### config.mk
export PLATFORM = sky130hd
export DESIGN_NAME = mackerel_bus_ctrl
export DESIGN_NICKNAME = d
export VERILOG_FILES = /design/src/rtl/mackerel_bus_ctrl.sv
export SDC_FILE = /design/constraint.sdc
export NUM_CORES = 1
export LEC_CHECK = 0
export CAP_MARGIN = 10
export CORE_UTILIZATION = 42
export CTS_CLUSTER_SIZE = 30
export DETAILED_ROUTE_END_ITERATION = 8
export GPL_TIMING_DRIVEN = 1
export PLACE_DENSITY = 0.69
export SYNTH_ARGS = -nofsm -noshare
export SYNTH_HDL_FRONTEND = slang
export SYNTH_SLANG_ARGS = --single-unit
### constraint.sdc
create_clock -name CLK -period 3.4 [get_ports CLK]
set_input_delay 0.85 -clock CLK [delete_from_list [all_inputs] [get_ports CLK]]
set_output_delay 0.85 -clock CLK [all_outputs]
set_load 0.02 [all_outputs]
### src/rtl/mackerel_bus_ctrl.sv
// mackerel_bus_ctrl
//   Sequences every 68000 bus cycle on the Mackerel board. It replaces the
//   decoder's combinational DTACK OR with a registered controller that:
//     - generates a wait-stated DTACK for ROM, RAM and USB,
//     - relays the MFP and serial DTACKs,
//     - raises BERR from a watchdog when nothing answers.
//
// Build option:
//   MACKEREL_AUTOVEC_EN - An unanswered IACK cycle is autovectored with VPA
//                         after AUTOVEC_WAIT cycles. It never raises BERR.
//                         Without this macro VPA stays high permanently.
//
// Ports (all active-low unless noted):
//   CLK         in   CPU clock; all logic on posedge
//   RST         in   synchronous reset, active-high
//   AS          in   address strobe (already synchronous)
//   IACK        in   interrupt-acknowledge cycle
//   ROMEN       in   ROM select
//   RAMEN       in   RAM select (any bank)
//   MFPEN       in   MFP select
//   SEREN       in   serial select
//   USBEN       in   USB select
//   DTACK_MFP   in   MFP DTACK
//   DTACK_SER   in   serial DTACK
//   DTACK       out  to CPU, registered
//   BERR        out  to CPU, registered
//   VPA         out  to CPU, registered
//   CYCLE_STATE out  [1:0] state for debug/LEDs (0 IDLE, 1 WAIT, 2 ACK, 3 ERR)
module mackerel_bus_ctrl #(
   parameter int ROM_WAIT     = 2,
   parameter int RAM_WAIT     = 0,
   parameter int USB_WAIT     = 4,
   parameter int TIMEOUT      = 64,
   parameter int AUTOVEC_WAIT = 8
) (
   input  logic       CLK,
   input  logic       RST,
   input  logic       AS,
   input  logic       IACK,
   input  logic       ROMEN,
   input  logic       RAMEN,
   input  logic       MFPEN,
   input  logic       SEREN,
   input  logic       USBEN,
   input  logic       DTACK_MFP,
   input  logic       DTACK_SER,
   output logic       DTACK,
   output logic       BERR,
   output logic       VPA,
   output logic [1:0] CYCLE_STATE
);

   typedef enum logic [1:0] {
      ST_IDLE = 2'd0,
      ST_WAIT = 2'd1,
      ST_ACK  = 2'd2,
      ST_ERR  = 2'd3
   } state_t;

   typedef enum logic [2:0] {
      CLS_NONE = 3'd0,
      CLS_ROM  = 3'd1,
      CLS_RAM  = 3'd2,
      CLS_MFP  = 3'd3,
      CLS_SER  = 3'd4,
      CLS_USB  = 3'd5
   } cls_t;

   localparam logic [7:0] ROM_LOAD = 8'(ROM_WAIT);
   localparam logic [7:0] RAM_LOAD = 8'(RAM_WAIT);
   localparam logic [7:0] USB_LOAD = 8'(USB_WAIT);
   localparam logic [7:0] TO_LAST  = 8'(TIMEOUT - 1);
`ifdef MACKEREL_AUTOVEC_EN
   localparam logic [7:0] AV_LAST  = 8'(AUTOVEC_WAIT - 1);
`endif

   // Reject parameter sets the watchdog cannot represent.
   if (TIMEOUT < 2 || TIMEOUT > 255 || AUTOVEC_WAIT < 1 || AUTOVEC_WAIT >= TIMEOUT) begin : g_bad_params
      $error("mackerel_bus_ctrl: TIMEOUT must be 2..255 and AUTOVEC_WAIT 1..TIMEOUT-1");
   end

   state_t     state_r;
   cls_t       cls_r;
   logic [7:0] wait_cnt_r;
   logic [7:0] wd_cnt_r;
`ifdef MACKEREL_AUTOVEC_EN
   logic       iack_r;
`endif

   cls_t       next_cls_s;
   logic [7:0] load_s;
   logic       ack_s;
   logic       autovec_s;
   logic       timeout_s;

   // Classify the new cycle; an IACK cycle is answered by the MFP.
   always_comb begin
      next_cls_s = CLS_NONE;
      if (!IACK) begin
         next_cls_s = CLS_MFP;
      end else if (!ROMEN) begin
         next_cls_s = CLS_ROM;
      end else if (!RAMEN) begin
         next_cls_s = CLS_RAM;
      end else if (!MFPEN) begin
         next_cls_s = CLS_MFP;
      end else if (!SEREN) begin
         next_cls_s = CLS_SER;
      end else if (!USBEN) begin
         next_cls_s = CLS_USB;
      end else begin
         next_cls_s = CLS_NONE;
      end
   end

   // Wait-state preload; non-timed classes load zero so the countdown is a no-op.
   always_comb begin
      load_s = 8'd0;
      case (next_cls_s)
         CLS_ROM: load_s = ROM_LOAD;
         CLS_RAM: load_s = RAM_LOAD;
         CLS_USB: load_s = USB_LOAD;
         default: load_s = 8'd0;
      endcase
   end

   // Acknowledge condition for the captured class; other DTACK inputs are ignored.
   always_comb begin
      ack_s = 1'b0;
      case (cls_r)
         CLS_ROM, CLS_RAM, CLS_USB: ack_s = (wait_cnt_r == 8'd0);
         CLS_MFP:                   ack_s = !DTACK_MFP;
         CLS_SER:                   ack_s = !DTACK_SER;
         default:                   ack_s = 1'b0;
      endcase
   end

   // Watchdog outcomes; an IACK cycle autovectors instead of erroring when enabled.
   always_comb begin
`ifdef MACKEREL_AUTOVEC_EN
      autovec_s = iack_r && (wd_cnt_r == AV_LAST);
      timeout_s = !iack_r && (wd_cnt_r == TO_LAST);
`else
      autovec_s = 1'b0;
      timeout_s = (wd_cnt_r == TO_LAST);
`endif
   end

   // Bus-cycle state machine with registered handshake outputs.
   always_ff @(posedge CLK) begin
      if (RST) begin
         state_r    <= ST_IDLE;
         cls_r      <= CLS_NONE;
         wait_cnt_r <= 8'd0;
         wd_cnt_r   <= 8'd0;
         DTACK      <= 1'b1;
         BERR       <= 1'b1;
         VPA        <= 1'b1;
`ifdef MACKEREL_AUTOVEC_EN
         iack_r     <= 1'b0;
`endif
      end else begin
         case (state_r)
            ST_IDLE: begin
               if (!AS) begin
                  state_r    <= ST_WAIT;
                  cls_r      <= next_cls_s;
                  wait_cnt_r <= load_s;
                  wd_cnt_r   <= 8'd0;
`ifdef MACKEREL_AUTOVEC_EN
                  iack_r     <= !IACK;
`endif
               end else begin
                  state_r <= ST_IDLE;
               end
            end
            ST_WAIT: begin
               if (AS) begin
                  // CPU abandoned the cycle: leave quietly.
                  state_r <= ST_IDLE;
               end else if (ack_s) begin
                  state_r <= ST_ACK;
                  DTACK   <= 1'b0;
               end else if (autovec_s) begin
                  state_r <= ST_ACK;
                  VPA     <= 1'b0;
               end else if (timeout_s) begin
                  state_r <= ST_ERR;
                  BERR    <= 1'b0;
               end else begin
                  if (wd_cnt_r != 8'hFF) begin
                     wd_cnt_r <= wd_cnt_r + 8'd1;
                  end else begin
                     wd_cnt_r <= wd_cnt_r;
                  end
                  if (wait_cnt_r != 8'd0) begin
                     wait_cnt_r <= wait_cnt_r - 8'd1;
                  end else begin
                     wait_cnt_r <= wait_cnt_r;
                  end
               end
            end
            ST_ACK, ST_ERR: begin
               // Hold the response until the CPU drops AS.
               if (AS) begin
                  state_r <= ST_IDLE;
                  DTACK   <= 1'b1;
                  BERR    <= 1'b1;
                  VPA     <= 1'b1;
               end else begin
                  state_r <= state_r;
               end
            end
            default: begin
               state_r <= ST_IDLE;
               DTACK   <= 1'b1;
               BERR    <= 1'b1;
               VPA     <= 1'b1;
            end
         endcase
      end
   end

   assign CYCLE_STATE = state_r;

endmodule

==> flow_summary.ini, run 1 <==
[timing]
final_setup_tns_ps = 0
slew_violations = 0
rsz0062_at_grt = false
worst_clock_skew_ps = 3.53
max_slew_margin_pct = 64.6
hold_fails_final_rpt = 0
maxClockFrequency_ghz = 0.417
setup-violations-final = 0
tightest_slew_ps = 527
final.period_utilization_pct = 70.5
period_minus_slack_ps = 2400

[power_and_ir_drop]
max-vdd-ir-drop_mv = 0.217
pwr_density_cell_nw_per_um2 = 397
power_leakage_uw = 0.000593

[drt]
detail_route.wirelength_mm = 2.93
dr_total_vias = 1270
post_drt_wl_per_cell_microns = 13.2
viasPerCell = 5.72
drt_first_iter_violations = 26
drt_first_pass_iters = 4
route.antenna.remaining_nets = 0
drt_drc_violations_left = 0

[run]
maxCapViolations = 0

[synthesis]
ys_ff_latch = 23
post_synth_num_cell_types = 44
synth_enable_flop_cells = 0
postSynthNetCount = 179
yosys_warnings = 0
synthDominantCellAreaShare_pct = 34.6
asyncSetResetFlopFracSynth_pct = 0
post-synth-top-area-cell = sky130_fd_sc_hd__dfxtp_1
mappedNetlistArea_sq_um = 1330
postSynthAreaPerCell_sq_um = 8.07
post_synth_main_area_contributors = sky130_fd_sc_hd__dfxtp_1 35%, sky130_fd_sc_hd__a21oi_1 4.5%, sky130_fd_sc_hd__mux2i_1 3.8%
register_area_share_after_synthesis_pct = 34.6
syn-instance-count = 165
ys.flop_type = sky130_fd_sc_hd__dfxtp_1

[critical_path]
cp_data_arrival_time_ps = 1550
cp_cell_sequence = clkdlybuf4s50_1
cp_slowest_stage_delay_ps = 670
worstSetupEndpointType = output pin
crit_required_ps = 2550
crit_path_top_delay_cell = sky130_fd_sc_hd__clkdlybuf4s50_1
critPathTopFamily = buffers and inverters
timing.critical_path.buf_inv = 1
crit_fanout = 11
setup.worst_path.class = reg2out
reg2reg_setup_slack_ps = 1250
setup.worst_path.start_class = register

[clock_network]
cts_htree_levels = 1
clk_path_buf_depth = 2
post_cts.resized_instances = 0
worst_setup_hold_path_clk_slew_ps = 130
number_of_post_cts_setup_repair_buffers = 0
tritoncts = yes
worst_skew_late_latency_ps = 320
clkSinkCount = 23
numCtsBuffers = 3
cts_root_buf = sky130_fd_sc_hd__clkbuf_4
hold_buffers = 0

[die]
start_util_pct = 44.0
io_pins = 16
width_of_the_die_microns = 58.3
design.die.area_sq_um = 3400
floorplan.rows = 20
fp.coreArea_sq_um = 3030
die_height_microns = 58.3

[layout]
fillerInstances = 292
fin_util_pct = 50.9
layout_cell_share_with_drive_strength_beyond_1_pct = 7.87
most_frequent_standard_cell_in_the_layout_excluding_fill_and_tap_cells = sky130_fd_sc_hd__dfxtp_1
most_frequent_cells_in_the_layout = 23 x sky130_fd_sc_hd__dfxtp_1, 14 x sky130_fd_sc_hd__clkdlybuf4s50_1, 13 x sky130_fd_sc_hd__nor2_1
num-nets-final = 193
antenna_diode_instance_count = 0
area_growth_syn_to_layout_pct = 15.8

[global_routing]
grt.total_usage_pct = 19.0
via_count_of_the_first_global_routing_pass = 1203
grt_overflow = 0
number_of_antenna_violations_at_the_first_check_in_global_routing = 0
largest_net_degree_at_the_start_of_global_routing = 19
grt_first_pass_wirelength_mm = 5.09

[hold_path]
hold_class = reg2reg

[place]
routabilityCongestion = 0.717
number_of_buffers_inserted_by_port_buffering = 14
dp_hpwl_mm = 2.19

[status]
result_of_the_run = finished, final reports clean
[final timing paths]
path / startpoint / end / depth (start not counted)
min: wait_cnt_r[7] / wait_cnt_r[7] / 2
max: CYCLE_STATE[1] / CYCLE_STATE[1] / 1
max reg2reg: wait_cnt_r[0] / DTACK / 7
min reg2reg: wait_cnt_r[7] / wait_cnt_r[7] / 2
[cells in the mapped netlist, drive strengths merged (2+ instances only)]
master,n
a31oi,3
clkbuf,6
buf,2
o21ai,4
nand2,12
and3,2
nor3b,3
o21a,2
nor4,5
or3,5
or4,4
nand4,6
nand3,8
a21oi,12
mux2i,5
ha,3
o31a,3
inv,6
a41o,2
nand2b,2
nor3,10
nor2,13
xnor2,2
nor2b,4
or2,2
o31ai,4
dfxtp,23
[cell families after synthesis]
logic type / synth area share (%)
xor+xnor: 1.97
simple gates: 31.1
fa+ha+maj: 2.82
compound gates: 20.3
buf+inv: 4.32
mux: 4.61
flops: 34.6
other cells: 0.282
[flip-flops by register name, indices dropped and copies added, names as in the netlist]
| register | flops |
|---|---|
| BERR | 1 |
| CYCLE_STATE | 2 |
| DTACK | 1 |
| cls_r | 3 |
| wait_cnt_r | 8 |
| wd_cnt_r | 8 |
[routing by layer]
metal  global-route usage [%]  share of wire, %  wire [microns]
met5                        0                 0               0
met4                     7.82               1.9              57
met3                     2.20               3.3              97
met2                     34.3                51            1490
met1                     23.0                44            1280
[final cells by class]
class / instances / area (sq um) / share of cell area (%)
repair buffers: 17 / 163 / 10.6
clock inverters: 1 / 5.00 / 0.325
flip-flops and latches: 23 / 460 / 29.9
well taps: 44 / 55.1 / 3.57
inverters: 6 / 22.5 / 1.46
multi-input cells: 128 / 813 / 52.8
clock buffers: 3 / 22.5 / 1.46
[metrics by stage]
stage | cells | power (uW) | worst slack, ps | hold WS [ps] | instance area [sq um]
final | 222 | 612 | 1000 | 497 | 1540
after global routing | 222 | 648 | 936 | 511 | 1540
after CTS | 222 | 613 | 1010 | 502 | 1540
after detailed placement | 218 | 483 | 686 | 482 | 1510
after global placement | 218 | 479 | 713 | 469 | 1510
after floorplan | 165 | 437 | 1340 | 447 | 1330
[power by group]
group	switching (uW)	leakage [uW]	total (uW)	internal, uW
Combinational	94.2	0.000388	170	75.3
Clock	88.6	0.0000177	133	44.1
Sequential	22.2	0.000187	310	288
(Power assumes the default switching activity.)
==> inputs of run 2 (changes only) <==
PLACE_DENSITY = 0.71   (was 0.69)
clock period = 2.2 ns   (was 3.4 ns; I/O delays follow)
==> run 2 against run 1 <==
  * Design area grew 8.0%
  * Die area unchanged
  * Combinational power grew 81%
  * Global-route usage rose by 0.77 points
  * First-iteration DRC count rose by 50%
  * Count of clock-buffer cells in the layout up 1
  * Critical path depth increased by 6
  * Routed wire length grew 3.4%
  * Sequential share of layout area fell by 2.2 points
  * Critical path type is now reg2reg
  * Largest cell class unchanged
  * Largest power group unchanged
==> flow_summary.ini, run 2 (synthesis results as in run 1) <==
[die]
width_of_the_die_microns = 58.3
io_pins = 16
start_util_pct = 44.0
floorplan.rows = 20
design.die.area_sq_um = 3400
fp.coreArea_sq_um = 3030
die_height_microns = 58.3

[timing]
max_slew_margin_pct = 65.8
maxClockFrequency_ghz = 0.482
final.period_utilization_pct = 94.2
rsz0062_at_grt = false
final_setup_tns_ps = 0
slew_violations = 0
fin_hold_ws_ps = 501
hold_fails_final_rpt = 0
period_minus_slack_ps = 2070
worst_clock_skew_ps = 4.58
setup-violations-final = 0
tightest_slew_ps = 499

[critical_path]
crit_required_ps = 2440
reg2reg_setup_slack_ps = 130
crit_fanout = 7
setup.worst_path.class = reg2reg
worstSetupEndpointType = register
cp_data_arrival_time_ps = 2310
setup.worst_path.start_class = register

[global_routing]
largest_net_degree_at_the_start_of_global_routing = 13
grt_overflow = 0
number_of_antenna_violations_at_the_first_check_in_global_routing = 0
grt.total_usage_pct = 19.8
via_count_of_the_first_global_routing_pass = 1289
grt_first_pass_wirelength_mm = 5.40

[layout]
reg.largest.list = wait_cnt_r x8, wd_cnt_r x8, cls_r x3
layout_cell_share_with_drive_strength_beyond_1_pct = 15.5
num-nets-final = 208
most_frequent_cells_in_the_layout = 23 x sky130_fd_sc_hd__dfxtp_1, 18 x sky130_fd_sc_hd__buf_4, 14 x sky130_fd_sc_hd__clkdlybuf4s50_1
antenna_diode_instance_count = 0
most_frequent_standard_cell_in_the_layout_excluding_fill_and_tap_cells = sky130_fd_sc_hd__dfxtp_1
area_growth_syn_to_layout_pct = 25.1

[hold_path]
hold_class = reg2reg

[power_and_ir_drop]
power_leakage_uw = 0.000668
pwr_density_cell_nw_per_um2 = 586
combinationalPowerShare_pct = 31.6
max-vdd-ir-drop_mv = 0.333
seq_power_share_pct = 49.1
share_clk_of_total_power_pct = 19.4
finalPower_uw = 975
p_sw_share_pct = 31.9
netSwitchingPower_uw = 311
cellInternalPower_uw = 664

[run]
maxCapViolations = 0

[drt]
drt_first_iter_violations = 39
post_drt_wl_per_cell_microns = 12.8
drt_first_pass_iters = 4
drt_drc_violations_left = 0
viasPerCell = 5.59
dr_total_vias = 1324
detail_route.wirelength_mm = 3.03
route.antenna.remaining_nets = 0

[clock_network]
cts_root_buf = sky130_fd_sc_hd__clkbuf_4
worst_setup_hold_path_clk_slew_ps = 120
clkSinkCount = 23
numCtsBuffers = 3
hold_buffers = 0
cts_htree_levels = 1
clk_path_buf_depth = 2
post_cts.resized_instances = 0
tritoncts = yes
worst_skew_late_latency_ps = 300
number_of_post_cts_setup_repair_buffers = 0

[status]
result_of_the_run = finished, final reports clean

[place]
number_of_buffers_inserted_by_port_buffering = 14
routabilityCongestion = 0.784
dp_hpwl_mm = 2.45
-- run 2: cell count changes in the layout (fill, tap and decap cells not counted) --
cell / change
sky130_fd_sc_hd__nor3b_1: -1
sky130_fd_sc_hd__and3_2: +1
sky130_fd_sc_hd__clkinv_2: -1
sky130_fd_sc_hd__nor3_2: -1
sky130_fd_sc_hd__clkbuf_1: +1
sky130_fd_sc_hd__buf_4: +15
sky130_fd_sc_hd__nor3b_2: +1
sky130_fd_sc_hd__nor3_4: +1
sky130_fd_sc_hd__and3_1: -1
-- run 2: through the flow --
stage	setup WS (ps)	cells	cell area (sq um)	util (%)
6_report	127	237	1670	55.0
5_1_grt	31.1	237	1670	55.0
4_1_cts	114	237	1650	54.6
3_5_place_dp	-111	233	1630	53.7
3_3_place_gp	-55.2	233	1630	53.7
2_1_floorplan	313	165	1330	-
-- run 2: area by class of cell --
class | instances | area [sq um]
Fill cell | 282 | 1360
Timing Repair Buffer | 32 | 275
Clock buffer | 4 | 26.3
Inverter | 6 | 22.5
Multi-Input combinational cell | 128 | 826
Sequential cell | 23 | 460
Tap cell | 44 | 55.1
-- run 2: worst max-delay path, stage by stage (launching register included) --
cell and delay (ps):
sky130_fd_sc_hd__dfxtp_1 380, sky130_fd_sc_hd__inv_1 110, sky130_fd_sc_hd__ha_1 200, sky130_fd_sc_hd__nor3b_2 170, sky130_fd_sc_hd__a21oi_1 380, sky130_fd_sc_hd__nor3_4 110
sky130_fd_sc_hd__or4_1 520, sky130_fd_sc_hd__a21oi_1 150
-- run 2: final timing paths --
kind                 start       endpoint  cells after the start
max          wait_cnt_r[0]    wd_cnt_r[7]                      7
max reg2reg  wait_cnt_r[0]    wd_cnt_r[7]                      7
min reg2reg  wait_cnt_r[7]  wait_cnt_r[7]                      2
min          wait_cnt_r[7]  wait_cnt_r[7]                      2
-- run 2: metal layers --
metal / track usage (%) / wire [microns] / vias up
met3: 2.20 / 103 / 0
li1: - / - / 677
met5: 0 / 0 / -
met1: 25.1 / 1380 / 616
met4: 4.08 / 0 / 0
met2: 36.3 / 1540 / 31
-- run 2: power by group through the flow --
stage / Clock, uW / Sequential, uW / Combinational, uW
5_1_grt: 218 / 483 / 342
2_1_floorplan: 0 / 481 / 194
6_report: 189 / 479 / 308
3_5_place_dp: 0 / 486 / 298
4_1_cts: 201 / 477 / 300
3_3_place_gp: 0 / 486 / 292
